===== src/rtl/invtlb_ctrl_pkg.sv =====
// Shared constants and types for the INVTLB sweep sequencer.
//   INVTLB_TLBNUM      : default number of TLB entries
//   INVTLB_OP_*        : INVTLB op encodings 0..6
//   PS_4K / PS_4M      : page-size codes understood by the VA compare
//   inv_state_e        : sequencer states
//   tlb_entry_t        : one TLB entry as carried on the read/write ports
package invtlb_ctrl_pkg;

    localparam int unsigned INVTLB_TLBNUM = 16;

    localparam logic [4:0] INVTLB_OP_ALL0          = 5'd0;
    localparam logic [4:0] INVTLB_OP_ALL1          = 5'd1;
    localparam logic [4:0] INVTLB_OP_GTRUE         = 5'd2;
    localparam logic [4:0] INVTLB_OP_GFALSE        = 5'd3;
    localparam logic [4:0] INVTLB_OP_GFALSE_ASID   = 5'd4;
    localparam logic [4:0] INVTLB_OP_GFALSE_ASIDVA = 5'd5;
    localparam logic [4:0] INVTLB_OP_GASID_VA      = 5'd6;

    localparam logic [5:0] PS_4K = 6'd12;
    localparam logic [5:0] PS_4M = 6'd21;

    typedef enum logic [1:0] {
        ST_IDLE  = 2'd0,
        ST_SWEEP = 2'd1,
        ST_DONE  = 2'd2
    } inv_state_e;

    typedef struct packed {
        logic        e;
        logic [18:0] vppn;
        logic [5:0]  ps;
        logic [9:0]  asid;
        logic        g;
        logic [19:0] ppn0;
        logic [1:0]  plv0;
        logic [1:0]  mat0;
        logic        d0;
        logic        v0;
        logic [19:0] ppn1;
        logic [1:0]  plv1;
        logic [1:0]  mat1;
        logic        d1;
        logic        v1;
    } tlb_entry_t;

endpackage


===== src/rtl/invtlb_ctrl_match.sv =====
// Combinational INVTLB entry match; reusable for TLBSRCH-style checks.
//   i_op              : INVTLB op code
//   i_asid / i_vppn   : requested ASID and VPPN (va[31:13])
//   i_e, i_g          : entry valid and global bits
//   i_e_asid/vppn/ps  : entry ASID, VPPN and page size
//   o_hit_c           : entry is valid and selected by the op
module invtlb_match
    import invtlb_ctrl_pkg::*;
(
    input  logic [4:0]  i_op,
    input  logic [9:0]  i_asid,
    input  logic [18:0] i_vppn,
    input  logic        i_e,
    input  logic        i_g,
    input  logic [9:0]  i_e_asid,
    input  logic [18:0] i_e_vppn,
    input  logic [5:0]  i_e_ps,
    output logic        o_hit_c
);

    logic w_asid_eq;
    logic w_va_eq;
    logic w_sel;

    // VA compare granularity follows the entry's page size; unknown sizes never match.
    always_comb begin
        w_asid_eq = (i_asid == i_e_asid);
        w_va_eq   = 1'b0;
        if (i_e_ps == PS_4K) begin
            w_va_eq = (i_vppn == i_e_vppn);
        end else if (i_e_ps == PS_4M) begin
            w_va_eq = (i_vppn[18:9] == i_e_vppn[18:9]);
        end
    end

    // Op-dependent selection; reserved ops select nothing.
    always_comb begin
        w_sel = 1'b0;
        case (i_op)
            INVTLB_OP_ALL0,
            INVTLB_OP_ALL1:          w_sel = 1'b1;
            INVTLB_OP_GTRUE:         w_sel = i_g;
            INVTLB_OP_GFALSE:        w_sel = ~i_g;
            INVTLB_OP_GFALSE_ASID:   w_sel = ~i_g & w_asid_eq;
            INVTLB_OP_GFALSE_ASIDVA: w_sel = ~i_g & w_asid_eq & w_va_eq;
            INVTLB_OP_GASID_VA:      w_sel = (i_g | w_asid_eq) & w_va_eq;
            default:                 w_sel = 1'b0;
        endcase
    end

    assign o_hit_c = i_e & w_sel;

endmodule


===== src/rtl/invtlb_ctrl.sv =====
// INVTLB sequencer: sweeps every TLB entry through the shared read/write
// ports, one per cycle, clearing E on entries selected by the op.
//   clk, resetn          : clock, synchronous active-low reset
//   inv_req/op/asid/va   : committing INVTLB from WB (held until inv_done)
//   inv_busy             : sweep owns the TLB ports
//   inv_done             : one-cycle completion pulse
//   inv_count            : entries cleared by the last completed op
//   tlb_r_index, tlb_r_* : read port (data is combinational on the index)
//   tlb_we, tlb_w_*      : write port; data is the read entry with E = 0
module invtlb_ctrl
    import invtlb_ctrl_pkg::*;
#(
    parameter int unsigned TLBNUM = INVTLB_TLBNUM,
    parameter int unsigned IDXW   = 4
) (
    input  logic            clk,
    input  logic            resetn,
    input  logic            inv_req,
    input  logic [4:0]      inv_op,
    input  logic [9:0]      inv_asid,
    input  logic [31:0]     inv_va,
    output logic            inv_busy,
    output logic            inv_done,
    output logic [4:0]      inv_count,
    output logic [IDXW-1:0] tlb_r_index,
    input  logic            tlb_r_e,
    input  logic [18:0]     tlb_r_vppn,
    input  logic [5:0]      tlb_r_ps,
    input  logic [9:0]      tlb_r_asid,
    input  logic            tlb_r_g,
    input  logic [19:0]     tlb_r_ppn0,
    input  logic [1:0]      tlb_r_plv0,
    input  logic [1:0]      tlb_r_mat0,
    input  logic            tlb_r_d0,
    input  logic            tlb_r_v0,
    input  logic [19:0]     tlb_r_ppn1,
    input  logic [1:0]      tlb_r_plv1,
    input  logic [1:0]      tlb_r_mat1,
    input  logic            tlb_r_d1,
    input  logic            tlb_r_v1,
    output logic            tlb_we,
    output logic [IDXW-1:0] tlb_w_index,
    output logic            tlb_w_e,
    output logic [18:0]     tlb_w_vppn,
    output logic [5:0]      tlb_w_ps,
    output logic [9:0]      tlb_w_asid,
    output logic            tlb_w_g,
    output logic [19:0]     tlb_w_ppn0,
    output logic [1:0]      tlb_w_plv0,
    output logic [1:0]      tlb_w_mat0,
    output logic            tlb_w_d0,
    output logic            tlb_w_v0,
    output logic [19:0]     tlb_w_ppn1,
    output logic [1:0]      tlb_w_plv1,
    output logic [1:0]      tlb_w_mat1,
    output logic            tlb_w_d1,
    output logic            tlb_w_v1
);

    localparam int unsigned CNTW = 5;

    inv_state_e      r_state;
    inv_state_e      w_state_nxt;
    logic [4:0]      r_op;
    logic [9:0]      r_asid;
    logic [18:0]     r_vppn;
    logic [IDXW:0]   r_idx;
    logic [CNTW-1:0] r_count;
    logic [CNTW-1:0] r_inv_count;

    logic            w_sweep;
    logic            w_hit;
    logic            w_we;
    logic            w_accept;
    logic            w_fin;
    logic [IDXW:0]   w_idx_nxt;
    logic [CNTW-1:0] w_count_nxt;
    tlb_entry_t      w_rd_entry;
    tlb_entry_t      w_wr_entry;
    logic            w_unused_va;

    // Page offset bits of the VA operand play no part in any compare.
    assign w_unused_va = ^inv_va[12:0];

    assign w_sweep   = (r_state == ST_SWEEP);
    assign w_idx_nxt = r_idx + (IDXW+1)'(1);

    invtlb_match u_match (
        .i_op     (r_op),
        .i_asid   (r_asid),
        .i_vppn   (r_vppn),
        .i_e      (tlb_r_e),
        .i_g      (tlb_r_g),
        .i_e_asid (tlb_r_asid),
        .i_e_vppn (tlb_r_vppn),
        .i_e_ps   (tlb_r_ps),
        .o_hit_c  (w_hit)
    );

    // State register.
    always_ff @(posedge clk) begin
        if (!resetn) begin
            r_state <= ST_IDLE;
        end else begin
            r_state <= w_state_nxt;
        end
    end

    // Next-state and per-cycle control.
    always_comb begin
        w_state_nxt = r_state;
        w_we        = 1'b0;
        w_accept    = 1'b0;
        w_fin       = 1'b0;
        w_count_nxt = r_count;
        case (r_state)
            ST_IDLE: begin
                if (inv_req) begin
                    w_accept = 1'b1;
                    // Reserved ops are trapped in ID; finish with nothing cleared.
                    if (inv_op > INVTLB_OP_GASID_VA) begin
                        w_state_nxt = ST_DONE;
                        w_fin       = 1'b1;
                        w_count_nxt = '0;
                    end else begin
                        w_state_nxt = ST_SWEEP;
                    end
                end
            end
            ST_SWEEP: begin
                w_we        = w_hit;
                w_count_nxt = r_count + CNTW'(w_hit);
                // Extra index bit makes the terminal compare unambiguous.
                if (w_idx_nxt == (IDXW+1)'(TLBNUM)) begin
                    w_state_nxt = ST_DONE;
                    w_fin       = 1'b1;
                end
            end
            ST_DONE: begin
                w_state_nxt = ST_IDLE;
            end
            default: begin
                w_state_nxt = ST_IDLE;
            end
        endcase
    end

    // Operand latch, sweep index and hit counters.
    always_ff @(posedge clk) begin
        if (!resetn) begin
            r_op        <= '0;
            r_asid      <= '0;
            r_vppn      <= '0;
            r_idx       <= '0;
            r_count     <= '0;
            r_inv_count <= '0;
        end else begin
            if (w_accept) begin
                r_op    <= inv_op;
                r_asid  <= inv_asid;
                r_vppn  <= inv_va[31:13];
                r_idx   <= '0;
                r_count <= '0;
            end else if (w_sweep) begin
                r_idx   <= w_idx_nxt;
                r_count <= w_count_nxt;
            end
            if (w_fin) begin
                r_inv_count <= w_count_nxt;
            end
        end
    end

    // Write data is the entry just read with E cleared; idle ports read as zero.
    always_comb begin
        w_rd_entry      = '0;
        w_rd_entry.e    = tlb_r_e;
        w_rd_entry.vppn = tlb_r_vppn;
        w_rd_entry.ps   = tlb_r_ps;
        w_rd_entry.asid = tlb_r_asid;
        w_rd_entry.g    = tlb_r_g;
        w_rd_entry.ppn0 = tlb_r_ppn0;
        w_rd_entry.plv0 = tlb_r_plv0;
        w_rd_entry.mat0 = tlb_r_mat0;
        w_rd_entry.d0   = tlb_r_d0;
        w_rd_entry.v0   = tlb_r_v0;
        w_rd_entry.ppn1 = tlb_r_ppn1;
        w_rd_entry.plv1 = tlb_r_plv1;
        w_rd_entry.mat1 = tlb_r_mat1;
        w_rd_entry.d1   = tlb_r_d1;
        w_rd_entry.v1   = tlb_r_v1;
        w_wr_entry      = '0;
        if (w_sweep) begin
            w_wr_entry   = w_rd_entry;
            w_wr_entry.e = 1'b0;
        end
    end

    assign inv_busy    = (r_state != ST_IDLE);
    assign inv_done    = (r_state == ST_DONE);
    assign inv_count   = r_inv_count;

    assign tlb_r_index = w_sweep ? r_idx[IDXW-1:0] : '0;
    assign tlb_w_index = tlb_r_index;
    // Reset takes effect on the write strobe in the same cycle it is asserted.
    assign tlb_we      = w_we & resetn;

    assign tlb_w_e     = w_wr_entry.e;
    assign tlb_w_vppn  = w_wr_entry.vppn;
    assign tlb_w_ps    = w_wr_entry.ps;
    assign tlb_w_asid  = w_wr_entry.asid;
    assign tlb_w_g     = w_wr_entry.g;
    assign tlb_w_ppn0  = w_wr_entry.ppn0;
    assign tlb_w_plv0  = w_wr_entry.plv0;
    assign tlb_w_mat0  = w_wr_entry.mat0;
    assign tlb_w_d0    = w_wr_entry.d0;
    assign tlb_w_v0    = w_wr_entry.v0;
    assign tlb_w_ppn1  = w_wr_entry.ppn1;
    assign tlb_w_plv1  = w_wr_entry.plv1;
    assign tlb_w_mat1  = w_wr_entry.mat1;
    assign tlb_w_d1    = w_wr_entry.d1;
    assign tlb_w_v1    = w_wr_entry.v1;

endmodule


===== config.mk =====
export PLATFORM = sky130hd
export DESIGN_NAME = invtlb_ctrl
export DESIGN_NICKNAME = d
export VERILOG_FILES = /design/src/rtl/invtlb_ctrl_pkg.sv /design/src/rtl/invtlb_ctrl_match.sv /design/src/rtl/invtlb_ctrl.sv
export SDC_FILE = /design/constraint.sdc
export NUM_CORES = 1
export LEC_CHECK = 0
export BUFFER_PORTS_ARGS = -buffer_cell sky130_fd_sc_hd__buf_2
export CORE_MARGIN = 5
export CORE_UTILIZATION = 35
export DETAILED_ROUTE_END_ITERATION = 7
export GPL_TIMING_DRIVEN = 0
export PLACE_DENSITY = 0.77
export SLEW_MARGIN = 20
export SYNTH_ARGS = -nofsm -noshare
export SYNTH_HDL_FRONTEND = slang
export SYNTH_SLANG_ARGS = --single-unit

===== constraint.sdc =====
create_clock -name clk -period 2.7 [get_ports clk]
set_input_delay 0.27 -clock clk [delete_from_list [all_inputs] [get_ports clk]]
set_output_delay 0.27 -clock clk [all_outputs]
set_load 0.05 [all_outputs]

==> impl_metrics.env <==
export IMPL_syn_area_sq_mm=0.00312
export IMPL_power_density_cell_area_mw_per_mm2=407
export IMPL_final_design_area_no_fill_sq_mm=0.00458
export IMPL_critical_path_required_ns=2.43
export IMPL_finalSetupViolCount=0
export IMPL_die_width_microns=104
export IMPL_clk_latency_ns=0.30
export IMPL_netlist_instances=415
export IMPL_final_critical_path_setup_slack_ns=0.0489
export IMPL_drive_gt1_frac=0.403
export IMPL_postSynth_topFlopCell="dfxtp_1"
export IMPL_setup_tns_final_ns=0
export IMPL_core_rowCount=34
export IMPL_post_synth_top_count_cell="and2_1"
export IMPL_finalCriticalPeriod_ns=2.65
export IMPL_relSlewSlack=0.531
export IMPL_clock_sinks=51
export IMPL_place_port_buffers=229
export IMPL_reg2reg_from="r_asid[6]"
export IMPL_grt_pass1_wl_microns=18000
export IMPL_drt_antenna_violating_nets=0
export IMPL_synth_enable_flop_cells=0
export IMPL_whs_path_depth=3
export IMPL_post_synth_top_area_cell="dfxtp_1"
export IMPL_worst_ir_drop_vdd_v=0.000241
export IMPL_pre_cts_slack_ns=0.0749
export IMPL_postSynth_asyncResetShare=0
export IMPL_via_per_inst=4.78
export IMPL_fillCellCount=877
export IMPL_grt_util_all_layers=0.201
export IMPL_outcome="finished clean"
export IMPL_worst_slew_pin_slew_ns=0.701
export IMPL_cts_root_buffer_cell="clkbuf_8"
export IMPL_starting_density_of_the_core=0.358
export IMPL_cts_reportedPaths_clkPinSlew_ns=0.10
export IMPL_synth_top_cell_area_share=0.327
export IMPL_synth_top_cells_by_area="dfxtp_1, and2_1, nand2_1"
export IMPL_postSynthAreaPerCell_sq_um=7.51
export IMPL_drv_cap=0
export IMPL_hold_path_endpoint="r_asid[6]"
export IMPL_worstPathArrival_ns=2.38
export IMPL_worst_clock_skew_ns=0.00889
export IMPL_rr_endpoint="inv_count[2]"
export IMPL_die_height_microns=104
export IMPL_worst_r2r_setup_slack_ns=0.15
export IMPL_drt_wl_total_microns=11600
export IMPL_timing_critical_path_from_type="register"
export IMPL_grt_ovfl_total=0
export IMPL_post_route_util=0.525
export IMPL_leakage_nw=2.34
export IMPL_holdCritPathClass="input port to register"
export IMPL_yosysSeqAreaShare=0.327
export IMPL_detailedRoute_firstIterationViolations=153
export IMPL_timing_setup_critical_path_class="register to output pin"
export IMPL_place_congestion=0.824
export IMPL_r2r_depth=11
export IMPL_tritoncts="yes"
export IMPL_htree_num_levels=2
export IMPL_timing_final_max_slew_violations=0
export IMPL_synthToLayoutAreaGrowth_pct=46.8
export IMPL_max_freq_mhz=377
export IMPL_wl_per_cell_microns=15.2
export IMPL_hold_violations=0
export IMPL_postSynthRegisterBits=51
export IMPL_syn_num_nets=558
export IMPL_tritoncts_num_buffers=5
export IMPL_core_area_sq_mm=0.00872
export IMPL_hold_path_startpoint="inv_asid[6]"
export IMPL_finish_net_count=794
export IMPL_type_of_element_capturing_the_critical_path="output pin"
export IMPL_synth_top_cells_by_count="and2_1, nand2_1, dfxtp_1"
export IMPL_drtPass1Iterations=4
export IMPL_antenna_found_initial=1
export IMPL_place_area_sq_mm=0.00440
export IMPL_drcViolationCount=0
export IMPL_min_period_over_period=0.982
export IMPL_grt_start_max_net_pins=16
export IMPL_grt_setup_unrepaired="no"
export IMPL_die_area_sq_mm=0.0109
export IMPL_detailed_place_hpwl_microns=9770
export IMPL_worst_path_max_fanout=2
export IMPL_cts_root_to_sink_buffers=2
export IMPL_yosysWarnings=0
export IMPL_netlist_cell_type_count=37
export IMPL_vias_in_the_first_global_route=3562
export IMPL_cts_hold_buffers_added=0
export IMPL_via_count=3633
export IMPL_n_antenna_cell=0
export IMPL_i_o_pin_cnt=244
==> how the worst max path moves through the flow <==
stage	endpoint	from	slack, ns	cells after the start
4_1_cts	tlb_w_vppn[17]	r_state[0]	0.0003	6
3_3_place_gp	inv_count[4]	tlb_r_asid[6]	0.11	12
6_report	tlb_we	r_asid[6]	0.05	6
5_1_grt	tlb_we	r_asid[6]	0.01	6
3_5_place_dp	inv_count[4]	tlb_r_asid[6]	0.07	12
2_1_floorplan	tlb_we	r_asid[6]	0.36	5
==> repair_timing <==
| action | CTS | global route |
|---|---|---|
| resized for setup | 0 | 11 |
| setup buffers | 0 | 1 |
| endpoints found under the setup margin | 0 | 23 |
==> layout by cell type, fill, tap and decap left out, types with 3 or more instances in the layout <==
cell type  instances
a31o_2             6
xor2_1             9
clkbuf_8           6
xnor2_1           30
nor3_1             3
a21oi_1           44
and2_1            93
nand3_1            6
buf_4              6
clkbuf_1          22
dfxtp_1           50
nand4_1            9
nand2_1           88
nor2_1            13
buf_2            230
==> cells by family (layout without fill, tap and decap cells) <==
logic type | count (synthesis) | count (layout) | synth area share
AO/OA/AOI/OAI | 61 | 61 | 0.119
AND/OR/NAND/NOR | 227 | 227 | 0.380
other | 1 | 1 | 0.00120
adder cells (fa/ha/maj) | 4 | 4 | 0.0161
buffers and inverters | 31 | 268 | 0.0437
XOR/XNOR | 40 | 40 | 0.112
flip-flops | 51 | 51 | 0.327
==> power breakdown <==
part	switching, mW	internal (mW)
Sequential	0.0282	0.787
Clock	0.256	0.300
Combinational	0.311	0.181
Total	0.596	1.27
==> flip-flops by register name, indices dropped and copies added, names as in the netlist <==
register,cells
r_vppn,19
r_asid,10
inv_count,5
r_count,5
r_idx,5
r_op,5
r_state,2
==> routing by layer <==
| layer | GRT usage | wire [microns] | vias up |
|---|---|---|---|
| li1 | - | - | 1817 |
| met1 | 0.233 | 4400 | 1652 |
| met2 | 0.376 | 6130 | 152 |
| met3 | 0.0503 | 919 | 10 |
| met4 | 0.0296 | 92 | 2 |
| met5 | 0 | 13 | - |
==> worst max-delay path, cell delays in order (launching register included) <==
cell and delay [ns]:
dfxtp_1 0.33, xor2_1 0.16, or4_4 0.57, nor3_4 0.20, o2111ai_2 0.17, a211oi_2 0.32, buf_2 0.31
==> metrics by stage <==
| step | hold WS, ns | power [mW] | cells |
|---|---|---|---|
| finish | 0.194 | 1.86 | 760 |
| global route | 0.199 | 1.96 | 760 |
| CTS | 0.191 | 1.87 | 760 |
| detailed placement | 0.455 | 1.32 | 752 |
| global placement | 0.449 | 1.32 | 752 |
| floorplan | 0.388 | 1.14 | 415 |
==> cell type report <==
cell class / count / area [sq um] / share of cell area
sequential: 51 / 1020 / 0.223
multi-input combinational: 333 / 2020 / 0.440
clock inverter: 2 / 35.0 / 0.00765
timing repair buffer: 230 / 1150 / 0.252
tap: 108 / 135 / 0.0295
buffer: 28 / 125 / 0.0273
clock buffer: 6 / 82.6 / 0.0180
inverter: 2 / 7.51 / 0.00164
Note: power is estimated with default switching activity, not from simulation.
